[src/rtl/wb_arbiter2_pkg.sv]
// Shared bus-block constants: arbiter FSM encoding and reset/default bus values.
package wb_arbiter2_pkg;

  typedef enum logic {
    S_IDLE = 1'b0,
    S_WAIT = 1'b1
  } state_t;

  // Wide enough for any bus in the codebase; users slice down to their width.
  localparam logic [63:0] DATA_ONES = '1;
  localparam logic [2:0]  SEL_RESET = 3'b010;

endpackage

[src/rtl/wb_req_hold.sv]
// Per-master request holding register: accepts one stb pulse, holds its fields
// and stalls the master until the arbiter reports completion.
module wb_req_hold
  import wb_arbiter2_pkg::*;
#(
  parameter int AW = 32,
  parameter int DW = 32
) (
  input  logic          i_clk,
  input  logic          i_reset_n,
  input  logic          i_stb,
  input  logic          i_we,
  input  logic [AW-1:0] i_addr,
  input  logic [DW-1:0] i_data,
  input  logic [2:0]    i_sel,
  input  logic          i_done,
  output logic          o_stall,
  output logic          o_we,
  output logic [AW-1:0] o_addr,
  output logic [DW-1:0] o_data,
  output logic [2:0]    o_sel
);

  logic          stall_reg;
  logic          we_reg;
  logic [AW-1:0] addr_reg;
  logic [DW-1:0] data_reg;
  logic [2:0]    sel_reg;

  // Stall doubles as the pending flag: set on accept, cleared on the ack edge.
  always_ff @(posedge i_clk or negedge i_reset_n) begin
    if (!i_reset_n) begin
      stall_reg <= 1'b0;
      we_reg    <= 1'b0;
      addr_reg  <= DATA_ONES[AW-1:0];
      data_reg  <= DATA_ONES[DW-1:0];
      sel_reg   <= SEL_RESET;
    end else if (i_done) begin
      stall_reg <= 1'b0;
    end else if (i_stb && !stall_reg) begin
      stall_reg <= 1'b1;
      we_reg    <= i_we;
      addr_reg  <= i_addr;
      data_reg  <= i_data;
      sel_reg   <= i_sel;
    end
  end

  assign o_stall = stall_reg;
  assign o_we    = we_reg;
  assign o_addr  = addr_reg;
  assign o_data  = data_reg;
  assign o_sel   = sel_reg;

endmodule

[src/rtl/wb_arbiter2.sv]
// Two-master, one-slave Wishbone arbiter with alternating tie-break and a
// slave-ack timeout so a dead slave cannot hang the cpu.
module wb_arbiter2
  import wb_arbiter2_pkg::*;
#(
  parameter int AW      = 32,
  parameter int DW      = 32,
  parameter int TIMEOUT = 255
) (
  input  logic          i_clk,
  input  logic          i_reset_n,
  input  logic          i_m0_stb,
  input  logic          i_m1_stb,
  input  logic          i_m0_we,
  input  logic          i_m1_we,
  input  logic [AW-1:0] i_m0_addr,
  input  logic [AW-1:0] i_m1_addr,
  input  logic [DW-1:0] i_m0_data,
  input  logic [DW-1:0] i_m1_data,
  input  logic [2:0]    i_m0_sel,
  input  logic [2:0]    i_m1_sel,
  output logic          o_m0_stall,
  output logic          o_m1_stall,
  output logic          o_m0_ack,
  output logic          o_m1_ack,
  output logic [DW-1:0] o_m0_data,
  output logic [DW-1:0] o_m1_data,
  output logic          o_s_stb,
  output logic          o_s_we,
  output logic [AW-1:0] o_s_addr,
  output logic [DW-1:0] o_s_data,
  output logic [2:0]    o_s_sel,
  input  logic          i_s_stall,
  input  logic          i_s_ack,
  input  logic [DW-1:0] i_s_data,
  output logic          o_timeout,
  output logic          o_grant
);

  localparam int CW = (TIMEOUT < 1) ? 1 : $clog2(TIMEOUT + 1);
  localparam logic [CW-1:0] CNT_LAST = CW'(TIMEOUT - 1);

  logic          m_stb  [2];
  logic          m_we   [2];
  logic [AW-1:0] m_addr [2];
  logic [DW-1:0] m_data [2];
  logic [2:0]    m_sel  [2];

  logic [1:0]    pend;
  logic [1:0]    done;
  logic          h_we   [2];
  logic [AW-1:0] h_addr [2];
  logic [DW-1:0] h_data [2];
  logic [2:0]    h_sel  [2];

  assign m_stb[0]  = i_m0_stb;   assign m_stb[1]  = i_m1_stb;
  assign m_we[0]   = i_m0_we;    assign m_we[1]   = i_m1_we;
  assign m_addr[0] = i_m0_addr;  assign m_addr[1] = i_m1_addr;
  assign m_data[0] = i_m0_data;  assign m_data[1] = i_m1_data;
  assign m_sel[0]  = i_m0_sel;   assign m_sel[1]  = i_m1_sel;

  genvar gi;
  generate
    for (gi = 0; gi < 2; gi++) begin : g_hold
      wb_req_hold #(.AW(AW), .DW(DW)) u_hold (
        .i_clk    (i_clk),
        .i_reset_n(i_reset_n),
        .i_stb    (m_stb[gi]),
        .i_we     (m_we[gi]),
        .i_addr   (m_addr[gi]),
        .i_data   (m_data[gi]),
        .i_sel    (m_sel[gi]),
        .i_done   (done[gi]),
        .o_stall  (pend[gi]),
        .o_we     (h_we[gi]),
        .o_addr   (h_addr[gi]),
        .o_data   (h_data[gi]),
        .o_sel    (h_sel[gi])
      );
    end
  endgenerate

  state_t        state_reg, state_next;
  logic          grant_reg, grant_next;
  logic          s_stb_reg, s_stb_next;
  logic          s_we_reg, s_we_next;
  logic [AW-1:0] s_addr_reg, s_addr_next;
  logic [DW-1:0] s_data_reg, s_data_next;
  logic [2:0]    s_sel_reg, s_sel_next;
  logic [CW-1:0] cnt_reg, cnt_next;
  logic [1:0]    ack_reg, ack_next;
  logic [DW-1:0] mdata_reg [2];
  logic [DW-1:0] mdata_next [2];
  logic          timeout_reg, timeout_next;
  logic          winner;

  always_comb begin
    state_next    = state_reg;
    grant_next    = grant_reg;
    s_stb_next    = 1'b0;
    s_we_next     = s_we_reg;
    s_addr_next   = s_addr_reg;
    s_data_next   = s_data_reg;
    s_sel_next    = s_sel_reg;
    cnt_next      = cnt_reg;
    ack_next      = 2'b00;
    mdata_next[0] = mdata_reg[0];
    mdata_next[1] = mdata_reg[1];
    timeout_next  = 1'b0;
    done          = 2'b00;
    winner        = 1'b0;
    case (state_reg)
      S_IDLE: begin
        if (pend != 2'b00 && !i_s_stall) begin
          // On a tie the master that did not own the last transaction wins.
          winner      = (pend == 2'b11) ? ~grant_reg : pend[1];
          grant_next  = winner;
          s_stb_next  = 1'b1;
          s_we_next   = h_we[winner];
          s_addr_next = h_addr[winner];
          s_data_next = h_data[winner];
          s_sel_next  = h_sel[winner];
          cnt_next    = '0;
          state_next  = S_WAIT;
        end
      end
      S_WAIT: begin
        if (i_s_ack) begin
          ack_next[grant_reg]   = 1'b1;
          mdata_next[grant_reg] = i_s_data;
          done[grant_reg]       = 1'b1;
          state_next            = S_IDLE;
        end else if (TIMEOUT != 0 && cnt_reg == CNT_LAST) begin
          ack_next[grant_reg]   = 1'b1;
          mdata_next[grant_reg] = DATA_ONES[DW-1:0];
          timeout_next          = 1'b1;
          done[grant_reg]       = 1'b1;
          state_next            = S_IDLE;
        end else begin
          cnt_next = cnt_reg + CW'(1);
        end
      end
      default: state_next = S_IDLE;
    endcase
  end

  always_ff @(posedge i_clk or negedge i_reset_n) begin
    if (!i_reset_n) begin
      state_reg    <= S_IDLE;
      grant_reg    <= 1'b0;
      s_stb_reg    <= 1'b0;
      s_we_reg     <= 1'b0;
      s_addr_reg   <= DATA_ONES[AW-1:0];
      s_data_reg   <= DATA_ONES[DW-1:0];
      s_sel_reg    <= SEL_RESET;
      cnt_reg      <= '0;
      ack_reg      <= 2'b00;
      mdata_reg[0] <= DATA_ONES[DW-1:0];
      mdata_reg[1] <= DATA_ONES[DW-1:0];
      timeout_reg  <= 1'b0;
    end else begin
      state_reg    <= state_next;
      grant_reg    <= grant_next;
      s_stb_reg    <= s_stb_next;
      s_we_reg     <= s_we_next;
      s_addr_reg   <= s_addr_next;
      s_data_reg   <= s_data_next;
      s_sel_reg    <= s_sel_next;
      cnt_reg      <= cnt_next;
      ack_reg      <= ack_next;
      mdata_reg[0] <= mdata_next[0];
      mdata_reg[1] <= mdata_next[1];
      timeout_reg  <= timeout_next;
    end
  end

  assign o_m0_stall = pend[0];
  assign o_m1_stall = pend[1];
  assign o_m0_ack   = ack_reg[0];
  assign o_m1_ack   = ack_reg[1];
  assign o_m0_data  = mdata_reg[0];
  assign o_m1_data  = mdata_reg[1];
  assign o_s_stb    = s_stb_reg;
  assign o_s_we     = s_we_reg;
  assign o_s_addr   = s_addr_reg;
  assign o_s_data   = s_data_reg;
  assign o_s_sel    = s_sel_reg;
  assign o_timeout  = timeout_reg;
  assign o_grant    = grant_reg;

endmodule

[config.mk]
export PLATFORM = sky130hd
export DESIGN_NAME = wb_arbiter2
export DESIGN_NICKNAME = d
export VERILOG_FILES = /design/src/rtl/wb_arbiter2_pkg.sv /design/src/rtl/wb_req_hold.sv /design/src/rtl/wb_arbiter2.sv
export SDC_FILE = /design/constraint.sdc
export NUM_CORES = 1
export LEC_CHECK = 0
export CORE_MARGIN = 2
export CORE_UTILIZATION = 52
export CTS_BUF_LIST = sky130_fd_sc_hd__clkbuf_16
export DETAILED_ROUTE_END_ITERATION = 6
export GPL_TIMING_DRIVEN = 0
export PLACE_DENSITY = 0.88
export SETUP_SLACK_MARGIN = 0.15
export SLEW_MARGIN = 5
export SYNTH_ARGS = -nofsm -noshare
export SYNTH_HDL_FRONTEND = slang
export SYNTH_SLANG_ARGS = --single-unit
[constraint.sdc]
create_clock -name i_clk -period 3.8 [get_ports i_clk]
set_input_delay 0.38 -clock i_clk [delete_from_list [all_inputs] [get_ports i_clk]]
set_output_delay 0.38 -clock i_clk [all_outputs]
set_load 0.05 [all_outputs]
# After elaboration in Yosys (flattened, before gate mapping)
# Cells that the tools add are included.
# totals
regBits	284
latch_bits	0
ram_bits	0
rom_bits	0
inputBits	174
elab_cells	96
memories	0
# op_classes
n_addsub	1
n_mul	0
n_div	0
magnitude_cmp	5
eq_ne	5
n_shift	0
muxes	39
bitwise	7
n_reduce_logical	17
# op_table
cell	count
two-way mux 32 bit	7
two-way mux 64 bit	2
bitwise mux 64 bit	1
bitwise OR 64 bit	1
demux 32 bit (select 1 bit)	1
two-way mux 8 bit	3
two-way mux 1 bit	16
one-hot mux 8 bit (2 select lines)	1
two-way mux 3 bit	3
adder 8 x 1 -> 8 bit, second input constant	1
== test 8 bit, second input constant	1
AND reduction 2 bit	4
nonzero test 2 bit	4
two-way mux 2 bit	3
!= test 2 bit, second input constant	3
logical AND 1 bit	5
greater-or-equal comparator 2 bit, second input constant	2
inverter 1 bit	4
inverter 1 -> 2 bit	2
logical NOT 1 bit	3
AND reduction 3 bit	1
== test 2 bit, second input constant	1
< comparator 1 x 2 -> 1 bit, second input constant	1
< comparator 2 x 1 -> 1 bit, second input constant	1
other kinds (3)	3

# Depth between registers and ports, before layout
# depth
ltp_word	9
mapped_depth	8
depth_no_buf	7

# Cells and area by module
# Synthesis repeated with hierarchy kept, for this count alone.
# unflattened
hier_cells	835
area_unflattened_um2	11843.9
# by_module_without_submodules
module	n_inst	cells_each	area_each_um2
wb_arbiter2	1	541	6556.3
wb_req_hold	2	147	2643.8

# Least setup slack after synthesis
# OpenSTA, ideal clock, no wires.
# synth_path
path_type	reg-to-reg
from	register grant_reg (netlist: o_grant)
to	register g_hold[0].u_hold.sel_reg[0]
arrival_time_ns	1.975
setup_slack_ns	1.701
path_stages_with_launch	7
path_buffers	3
synth_period_minus_slack_ns	2.099
path_cell_list	dfrtp_1 clkbuf_1 nor2_1 a21oi_2 buf_2 buf_4 mux2_2
# synth_via
elab_chain_cells	9
elab_cells_between_ends	10
# synth_lines
element	line_no	rtl
start: declaration	wb_arbiter2.sv:84	logic grant_reg, grant_next;
start signal: assignment	wb_arbiter2.sv:163	grant_reg <= grant_next;
< comparator 1 x 2 -> 1 bit (not written as such) / greater-or-equal comparator 1 bit (equally long branches)	wb_arbiter2.sv:131, wb_arbiter2.sv:137	
logical AND 1 bit (not written as such)	wb_arbiter2.sv:131, wb_arbiter2.sv:137	
two-way mux 1 bit (not written as such)	wb_arbiter2.sv:131, wb_arbiter2.sv:137	
demux 1 bit (select 1 bit) *	wb_arbiter2.sv:131, wb_arbiter2.sv:137	
two-way mux 2 bit	wb_arbiter2.sv:133	end else if (TIMEOUT != 0 && cnt_reg == CNT_LAST) begin
two-way mux 2 bit *	wb_arbiter2.sv:128	if (i_s_ack) begin
two-way mux 2 bit *	wb_arbiter2.sv:112	case (state_reg)
inverter 1 bit (no line) *	n/a	
AND reduction 2 bit (no line) *	n/a	
end signal: assignment	wb_req_hold.sv:45	sel_reg <= i_sel;
end: declaration	wb_req_hold.sv:28	logic [2:0] sel_reg;
# Mark *: on every way between the ends. The rest lies on a longest branch, timed or not.
# A chain may end at the register's enable or synchronous reset.

# Final worst setup path
# layout_path
from	register g_hold[1].u_hold.stall_reg
to	register s_data_reg[15] (netlist: o_s_data[15])
# layout_via
elab_chain_cells	6
elab_cells_between_ends	9
# layout_lines
element	line_no	rtl
start: declaration	wb_req_hold.sv:24	logic stall_reg;
start signal: assignment	wb_req_hold.sv:33	stall_reg <= 1'b0;
start signal: assignment	wb_req_hold.sv:39	stall_reg <= 1'b0;
start signal: assignment	wb_req_hold.sv:41	stall_reg <= 1'b1;
== test 2 bit	wb_arbiter2.sv:116	winner = (pend == 2'b11) ? ~grant_reg : pend[1];
two-way mux 1 bit	wb_arbiter2.sv:116	
inverter 1 -> 2 bit (not written as such)	wb_arbiter2.sv:121	s_data_next = h_data[winner];
two-way mux 32 bit (not written as such) (3 in series)	wb_arbiter2.sv:121	
end signal: assignment	wb_arbiter2.sv:154	s_data_reg <= DATA_ONES[DW-1:0];
end signal: assignment	wb_arbiter2.sv:167	s_data_reg <= s_data_next;
end: declaration	wb_arbiter2.sv:88	logic [DW-1:0] s_data_reg, s_data_next;
# Several ways; a longest one is shown, not always the timed one. The select of a mux whose other input is x is not followed.

==> impl_metrics.toml <==
[outcome]
outcome = "completed"

[global_routing]
grt_pass1_wl_mm = 49.0
grt_max_degree = 114
grt_pass1_vias = 9049
grt_overflow = 0
antenna_found_initial = 1
grt_use_total = 0.261

[synthesis]
synthSimpleGateAreaFrac = 0.0540
synthCells = 871
synth_fa_ha_area_frac = 0.00214
synthMuxAreaShare = 0.190
yosys_warnings = 0
synth_cell_type_count = 38
syn_nets = 1047
synth_compound_area_frac = 0.0909
synthXorXnorAreaFrac = 0.000750
ys_seq_area_frac = 0.636
synth.avg_cell_area_um2 = 13.4
synth_top_family_by_area = "multiplexers"
ys_ff_latch = 284
synth.cell_area_um2 = 11700

[clock_network]
path_clk_slew_ps = 60
cts_tree = "built"
postCtsSetupRepairBufs = 0
clk_latency_ps = 540
clock-root-buffer = "clkbuf_16"
cts_sinks = 284
cts_buffers = 30
clk_path_buf_depth = 3
cts_max_level = 1

[floorplanning]
die_w_um = 154
fp-row-count = 54
coreArea_um2 = 22000
start_util = 0.532
design.die.area_um2 = 23700
pin_count = 313
die_h_um = 154

[power_and_ir_drop]
combPwrFrac = 0.428
power_frac_seq = 0.384
powerDensity_nw_per_um2 = 997
leakage_uw = 0.00656
p_switching_uw = 6230
ir_worst_vdd_mv = 0.623
p_total_uw = 16200
sw_frac_of_total = 0.384
internal_power_uw = 9970
p_clk_frac = 0.188

[setup_path]
r2r_start = "g_hold[1].u_hold.o_stall"
crit_buf_inv = 2
ff2ff_path_depth = 5
crit_start = "g_hold[1].u_hold.o_stall"
r2r-end = "o_s_data[15]"
max_stage_delay_ps = 880
cp_data_arrival_time_ps = 3230
crit_slowest_cell = "o21ai_1"
crit_path_max_fanout = 10
endpoint_kind = "register"
cp-start-kind = "register"
crit_type = "register to register"
cp_top_family = "buffers and inverters"
reg2reg_slack_ps = 1030
crit_end = "o_s_data[15]"
required_ps = 4260
crit_cells = 5
cp_cell_sequence = "o21ai_1 -> clkbuf_1 -> buf_1 -> nand2_1 -> o21ai_0"

[hold_path]
min_path_type = "input pin to asynchronous set/reset pin"

[place]
pre_cts_ws_ps = 818
place_hpwl_mm = 22.3
gp_congestion = 0.832
portBuffers = 311

[route]
routed_wl_mm = 30.8
routedWlPerCell_um = 20.3
via_count = 8297
vias_per_cell = 5.45
drc_errors = 0
antenna_left = 0
drt_iter0_drc = 390
first_pass_iters = 4

[flow_run]
cap_violations = 0

[finish]
antennaDiodeCount = 0
final_util = 0.740
area_growth_pct = 39.2
drive_gt1_frac = 0.365
nNetsFinal = 1393

[sta]
fin_crit_sh = 0.728
slew_viol_final = 0
setup_ws_ps = 1030
fin_worst_skew_ps = 10.5
hold_viol = 0
rsz0062_at_grt = "false"
slew_headroom = 0.265
worst_slew_pin_slew_ps = 1100
clock.fmax_ghz = 0.362
setup_violations = 0
fin_crit_ps = 2770
[area by class of cell]
cell class                      instances  area (um^2)
Clock inverter                         24          246
Tap cell                              280          350
Sequential cell                       284         7430
Timing Repair Buffer                  314         3180
Buffer                                 58          274
Inverter                                6         22.5
Fill cell                            1374         5700
Multi-Input combinational cell        523         3950
Clock buffer                           32          801
[power groups by stage]
| stage | logic [uW] | clock network [uW] | registers, uW |
|---|---|---|---|
| finish | 6940 | 3050 | 6220 |
| global route | 7330 | 3240 | 6400 |
| CTS | 6990 | 3110 | 6220 |
| detailed placement | 6950 | 0 | 6250 |
| global placement | 6770 | 0 | 6170 |
| floorplan | 2250 | 0 | 8570 |
[routing by layer]
layer | vias up | global-route usage | wire, um
li1 | 3763 | - | -
met1 | 4164 | 0.303 | 11800
met2 | 305 | 0.471 | 15500
met3 | 65 | 0.0812 | 2640
met4 | 0 | 0.0712 | 863
met5 | - | 0 | 0
[Yosys cell counts, drive strengths merged]
cell | count | area share
nand4 | 2 | 0.0011
clkbuf | 30 | 0.0096
mux2i | 69 | 0.059
or3 | 1 | 0.00054
xor2 | 1 | 0.00075
dfstp | 259 | 0.58
a21boi | 1 | 0.00064
dfrtp | 25 | 0.054
nand2b | 3 | 0.0016
mux2 | 136 | 0.13
or4 | 1 | 0.00064
a311oi | 1 | 0.0013
and3 | 2 | 0.0011
nand2 | 76 | 0.024
nor3 | 2 | 0.0013
inv | 6 | 0.0019
and4 | 1 | 0.00075
o211ai | 1 | 0.00064
o21a | 1 | 0.00064
a21o | 1 | 0.00064
a2bb2oi | 32 | 0.024
buf | 28 | 0.014
ha | 2 | 0.0021
o31ai | 3 | 0.0019
nor2 | 7 | 0.0023
a21oi | 4 | 0.0020
nand3 | 5 | 0.0021
nor2b | 33 | 0.018
o21ai | 136 | 0.058
nor4 | 1 | 0.00054
o31a | 1 | 0.00075
[kinds of logic after synthesis]
logic type / after synthesis
DFF: 284
muxes: 205
AOI/OAI and AO/OA: 181
and+or+nand+nor: 134
buffers and inverters: 64
adders and majority gates: 2
xor gates and xnor gates: 1
[how the worst min path moves through the flow]
stage / startpoint / to / cells after the start / slack, ps
after global routing: i_m1_addr[12] / g_hold[1].u_hold.o_addr[12] / 2 / 430
after CTS: i_s_ack / o_m1_data[0] / 3 / 390
after global placement: o_s_addr[31] / o_s_addr[31] / 2 / 460
final: i_reset_n / o_timeout / 2 / 410
after detailed placement: i_reset_n / o_timeout / 1 / 390
after floorplan: i_reset_n / ack_reg[0] / 0 / 80
[cell usage in the layout, fill, tap and decap left out, types with 3 or more instances in the layout]
| cell | netlist | final |
|---|---|---|
| clkdlybuf4s50_1 | 0 | 310 |
| dfstp_2 | 259 | 259 |
| o21ai_0 | 135 | 135 |
| mux2_2 | 116 | 116 |
| nand2_1 | 76 | 76 |
| mux2i_1 | 69 | 69 |
| nor2b_1 | 33 | 33 |
| a2bb2oi_1 | 32 | 32 |
| clkbuf_16 | 0 | 32 |
| clkbuf_1 | 30 | 30 |
| dfrtp_1 | 25 | 25 |
| mux2_1 | 20 | 20 |
| buf_2 | 15 | 15 |
| clkinv_2 | 0 | 10 |
| inv_1 | 6 | 8 |
| nor2_1 | 7 | 7 |
| buf_1 | 6 | 6 |
| nand3_1 | 5 | 5 |
| bufinv_16 | 0 | 5 |
| buf_4 | 4 | 4 |
| clkinv_1 | 0 | 4 |
| a21oi_1 | 3 | 3 |
| nand2b_1 | 3 | 3 |
| buf_6 | 3 | 3 |
| o31ai_1 | 3 | 3 |
[timing repair]
action,CTS,global route
hold buffers,1,0
endpoints found under the hold margin,2,0
resized for setup,0,0
[stage by stage]
stage          instance area (um^2)  cells  hold WS (ps)  setup TNS, ps
6_report                      16300   1521           411              0
5_1_grt                       16300   1521           428              0
4_1_cts                       16300   1521           394              0
3_5_place_dp                  15200   1464           385              0
3_3_place_gp                  15100   1462           464       -1659920
2_1_floorplan                 11700    871          84.4              0
No activity file was read; power rests on OpenSTA's default activity.
